## src/rtl/interleaver_ctrl.sv

```systemverilog
// Sequencing controller for the 11-level FIFO shift RAM of a convolutional byte interleaver.
// Rotates a 12-position commutator; branch 0 bypasses the RAM, branches 1..11 use levels 0..10.
module interleaver_ctrl #(
    parameter int unsigned RD_LAT = 1
) (
    input  logic        clk,
    input  logic        reset_n,
    input  logic        in_valid,
    output logic        in_ready,
    input  logic [7:0]  in_data,
    input  logic        in_sync,
    output logic        out_valid,
    input  logic        out_ready,
    output logic [7:0]  out_data,
    output logic        out_sync,
    output logic        ram_re,
    output logic [3:0]  sel,
    output logic [10:0] push,
    output logic [7:0]  din,
    input  logic [7:0]  ram_dout,
    output logic [3:0]  branch,
    output logic        sync_err
);

    if (RD_LAT != 1) begin : g_lat_check
        $error("interleaver_ctrl supports only RD_LAT == 1");
    end

    typedef enum logic [1:0] {StIdle, StRd, StWr, StOut} state_e;

    state_e      state_q;
    logic        in_ready_q;
    logic        out_valid_q;
    logic [7:0]  out_data_q;
    logic        out_sync_q;
    logic        ram_re_q;
    logic [3:0]  sel_q;
    logic [10:0] push_q;
    logic [7:0]  din_q;
    logic [7:0]  hold_q;
    logic [3:0]  branch_q;
    logic        sync_err_q;

    always_ff @(posedge clk or negedge reset_n) begin
        if (!reset_n) begin
            state_q     <= StIdle;
            in_ready_q  <= 1'b0;
            out_valid_q <= 1'b0;
            out_data_q  <= 8'h00;
            out_sync_q  <= 1'b0;
            ram_re_q    <= 1'b0;
            sel_q       <= 4'd0;
            push_q      <= 11'd0;
            din_q       <= 8'h00;
            hold_q      <= 8'h00;
            branch_q    <= 4'd0;
            sync_err_q  <= 1'b0;
        end else begin
            sync_err_q <= 1'b0;
            case (state_q)
                StIdle: begin
                    in_ready_q <= 1'b1;
                    if (in_valid && in_ready_q) begin
                        in_ready_q <= 1'b0;
                        hold_q     <= in_data;
                        // A sync byte always takes the bypass; off branch 0 it realigns.
                        if (branch_q == 4'd0 || in_sync) begin
                            out_data_q  <= in_data;
                            out_sync_q  <= in_sync;
                            out_valid_q <= 1'b1;
                            state_q     <= StOut;
                            if (in_sync && branch_q != 4'd0) begin
                                sync_err_q <= 1'b1;
                                branch_q   <= 4'd0;
                            end
                        end else begin
                            ram_re_q <= 1'b1;
                            sel_q    <= branch_q - 4'd1;
                            state_q  <= StRd;
                        end
                    end
                end
                StRd: begin
                    ram_re_q <= 1'b0;
                    push_q   <= 11'd1 << sel_q;
                    din_q    <= hold_q;
                    state_q  <= StWr;
                end
                StWr: begin
                    push_q      <= 11'd0;
                    out_data_q  <= ram_dout;
                    out_sync_q  <= 1'b0;
                    out_valid_q <= 1'b1;
                    state_q     <= StOut;
                end
                StOut: begin
                    if (out_ready) begin
                        out_valid_q <= 1'b0;
                        in_ready_q  <= 1'b1;
                        branch_q    <= (branch_q == 4'd11) ? 4'd0 : branch_q + 4'd1;
                        state_q     <= StIdle;
                    end
                end
                default: state_q <= StIdle;
            endcase
        end
    end

    assign in_ready  = in_ready_q;
    assign out_valid = out_valid_q;
    assign out_data  = out_data_q;
    assign out_sync  = out_sync_q;
    assign ram_re    = ram_re_q;
    assign sel       = sel_q;
    assign push      = push_q;
    assign din       = din_q;
    assign branch    = branch_q;
    assign sync_err  = sync_err_q;

endmodule
```

## config.mk

```make
export PLATFORM = sky130hd
export DESIGN_NAME = interleaver_ctrl
export DESIGN_NICKNAME = d
export VERILOG_FILES = /design/src/rtl/interleaver_ctrl.sv
export SDC_FILE = /design/constraint.sdc
export NUM_CORES = 1
export LEC_CHECK = 0
export ABC_CLOCK_PERIOD_IN_PS = 2500
export BUFFER_PORTS_ARGS = -buffer_cell sky130_fd_sc_hd__buf_2
export CAP_MARGIN = 20
export CORE_AREA = 5 5 67 84
export CTS_BUF_LIST = sky130_fd_sc_hd__clkbuf_16
export CTS_CLUSTER_SIZE = 10
export DETAILED_ROUTE_END_ITERATION = 8
export DIE_AREA = 0 0 72 89
export GPL_TIMING_DRIVEN = 0
export PLACE_DENSITY = 0.75
export SKIP_LAST_GASP = 1
export SLEW_MARGIN = 20
export SYNTH_ARGS = -nofsm -noshare
export SYNTH_HDL_FRONTEND = slang
export SYNTH_SLANG_ARGS = --single-unit
```

## constraint.sdc

```tcl
create_clock -name clk -period 2.5 [get_ports clk]
set_input_delay 0.375 -clock clk [delete_from_list [all_inputs] [get_ports clk]]
set_output_delay 0.375 -clock clk [all_outputs]
set_load 0.03 [all_outputs]
```

==> flow_summary.ini <==
[setup_path]
crit_path_end = ram_re$_DFFE_PN0P_
path_depth = 6
startpoint = branch[0]$_DFFE_PN0P_
path_buf_inv = 1
crit_chain = inv_1 -> ha_1 -> nor3b_4 -> nor3_2 -> nand2b_1 -> a21oi_1
crit-reg2reg-launch = branch[0]$_DFFE_PN0P_
r2r_slack_ns = 0.63
cp-start-kind = flop
cp_data_required_time_ns = 2.64
cpMaxStageDelayCell = nor3_2
path_max_fanout = 10
slowest_delay_ns = 0.53
crit_path_end_kind = flop
reg2reg_depth = 6
critPathKind = reg2reg
crit_family = simple AND/OR/NAND/NOR gates
crit_arrival_ns = 2.01
worstReg2RegEnd = ram_re$_DFFE_PN0P_

[pwr]
power_frac_seq_pct = 34.8
power.share.clock_pct = 16.4
comb_power_share_pct = 48.8
power_switching_mw = 1.65
power.density_nw_per_um2 = 1380
ir_worst_vdd_mv = 0.694
p_leak_nw = 1.37
swShare_pct = 43.1
p_int_mw = 2.19

[finish]
layout-drive-gt1-share_pct = 36.4
final_cells = 321
diodes = 0
utilization_pct = 59.4
final_nets = 287
syn_to_final_growth_pct = 22.7

[die]
num_rows = 28
die_area_um2 = 6410
start_util_pct = 48.4
core_um2 = 4690
fp.dieH_um = 89
die_w_um = 72
top_level_ports = 61

[synthesis]
ys_ff_latch = 50
ys_types = 40
synth_nets = 220
syn_avg_cell_area_um2 = 11.8
netlist_area_um2 = 2270
ys_warn_count = 0
syn_inst = 193
yosysSeqAreaShare_pct = 55.1

[drt]
drt_iter0_drc = 106
met2_length_um = 2460
dr_wl_met3_um = 322
met1Wirelength_um = 2020
drt-total-wl_um = 4870
avgRoutedWirePerCell_um = 15.2
drt-pass1-iter-count = 4
vias_per_cell = 5.37
vias = 1723
ant_nets = 0
dr.max_layer_used = met4
drc = 0

[global_routing]
antenna_found_initial = 0
grt_pass1_vias = 1811
grt_pass1_wl_um = 8440
grt.total_usage_pct = 16.9
grt_max_degree = 51
overflow = 0

[sta]
setup_ws_ns = 0.634
hold_viol = 0
final.period_utilization_pct = 74.7
setup_tns_ns = 0
hold_slack_ns = 0.107
worst_slew_margin_rel_pct = 59.7
max_slew.worst_pin.slew_ns = 0.604
fin_skew_ns = 0.00332
min_period_ns = 1.87
fmax_mhz = 536
slew_viol_final = 0
rsz0062_at_grt = false
finalSetupViolations = 0

[hold_path]
hold_path_class = in2async

[cts]
cts_sinks = 50
clock_latency_ns = 0.28
cts_root_buf = clkbuf_16
hold_buffers = 0
postCtsSetupBuffers = 0
htree_levels = 2
cts_tree = done
cts_buffers = 5
cts_resized = 0
clk_pin_slew_ns = 0.06
cts.path.max_buffers = 2

[placed_design]
io_buffers = 60
hpwl_um = 3560
place_inst = 313
dp_slack_ns = 0.609
gp_congestion = 0.782

[flow_run]
drv_cap = 0

[outcome]
status = completed
## cells by family (layout without fill, tap and decap cells)
| family | Yosys count | count (layout) | share of synthesized area, % |
|---|---|---|---|
| fa+ha+maj | 6 | 6 | 3.31 |
| xor+xnor | 2 | 2 | 0.771 |
| simple gates | 49 | 49 | 12.0 |
| mux | 24 | 24 | 11.5 |
| buf+inv | 17 | 85 | 3.91 |
| flops | 50 | 50 | 55.1 |
| compound gates | 45 | 45 | 13.5 |
## cell usage in the layout (no fill, tap or decap), types with 3 or more instances in the layout
cell	count
ha_1	6
inv_1	10
mux2_2	16
nor2_1	8
mux2i_1	8
o21ai_0	17
buf_2	61
nand2b_1	5
nand3_1	4
dfrtp_1	50
o21ai_1	3
o2bb2ai_1	7
a21oi_1	7
nand2_1	17
clkbuf_16	5
buf_4	3
## worst register-to-register path: stages (launching register included)
cell and delay [ns]:
dfrtp_1 0.45, inv_1 0.09, ha_1 0.23, nor3b_4 0.18, nor3_2 0.53, nand2b_1 0.18, a21oi_1 0.06
## metal layers
| metal | vias to the layer above | global-route usage [%] |
|---|---|---|
| met3 | 6 | 4.50 |
| met1 | 833 | 20.7 |
| li1 | 826 | - |
| met4 | 0 | 5.64 |
| met5 | - | 0 |
| met2 | 58 | 29.0 |
## power by group through the flow
stage | Sequential, mW | Combinational [mW] | Clock [mW]
detailed placement | 1.35 | 1.89 | 0
floorplan | 1.78 | 0.928 | 0
global placement | 1.34 | 1.85 | 0
CTS | 1.34 | 1.90 | 0.652
finish | 1.34 | 1.87 | 0.631
global route | 1.39 | 2.06 | 0.685
## cell usage after synthesis (all sizes together)
library cell / count / area [um2]
nand2: 17 / 63.8
clkbuf: 2 / 7.51
o22ai: 1 / 6.26
or4: 2 / 18.8
o21ai: 20 / 100
nor3b: 1 / 18.8
a31oi: 1 / 6.26
nand4: 1 / 6.26
nand4b: 1 / 8.76
or4b: 1 / 10.0
nor4: 1 / 6.26
buf: 6 / 47.5
and3: 2 / 12.5
mux2i: 8 / 80.1
nor2b: 1 / 6.26
nor3: 3 / 20.0
nand2b: 5 / 31.3
dfrtp: 50 / 1250
a21oi: 7 / 35.0
ha: 6 / 75.1
inv: 9 / 33.8
nand3: 5 / 30.0
o2bb2ai: 8 / 76.3
mux2: 16 / 180
and2b: 1 / 8.76
nor2: 8 / 30.0
o32ai: 2 / 17.5
xnor2: 2 / 17.5
a21o: 1 / 7.51
o21ba: 1 / 10.0
o32a: 2 / 32.5
o31ai: 2 / 15.0
## metrics by stage
| step | total power [mW] | instance area [um2] |
|---|---|---|
| floorplan | 2.71 | 2270 |
| global placement | 3.18 | 2650 |
| detailed placement | 3.24 | 2650 |
| CTS | 3.89 | 2780 |
| global route | 4.14 | 2790 |
| finish | 3.84 | 2790 |
## flip-flops by register name, indices dropped and copies added (netlist names)
name,flops
out_valid,1
out_sync,1
din,8
state_q,2
out_data,8
sync_err,1
branch,4
in_ready,1
sel,4
hold_q,8
ram_re,1
push,11
## worst min path at each step
stage / cells after the start / to / slack [ns] / start
finish: 1 / push[6]$_DFFE_PN0P_ / 0.11 / reset_n
global route: 1 / push[5]$_DFFE_PN0P_ / 0.16 / reset_n
CTS: 1 / push[6]$_DFFE_PN0P_ / 0.33 / reset_n
detailed placement: 2 / out_data[2]$_DFFE_PN0P_ / 0.47 / out_data[2]$_DFFE_PN0P_
global placement: 2 / out_sync$_DFFE_PN0P_ / 0.46 / out_sync$_DFFE_PN0P_
floorplan: 0 / branch[0]$_DFFE_PN0P_ / 0.08 / reset_n
## layout make-up
| type | count | area, um2 |
|---|---|---|
| Buffer | 8 | 55.1 |
| Clock buffer | 5 | 125 |
| Clock inverter | 3 | 12.5 |
| Fill cell | 426 | 1910 |
| Inverter | 9 | 33.8 |
| Multi-Input combinational cell | 126 | 931 |
| Sequential cell | 50 | 1250 |
| Tap cell | 60 | 75.1 |
| Timing Repair Buffer | 60 | 303 |
Power figures use the tool's default switching activity.
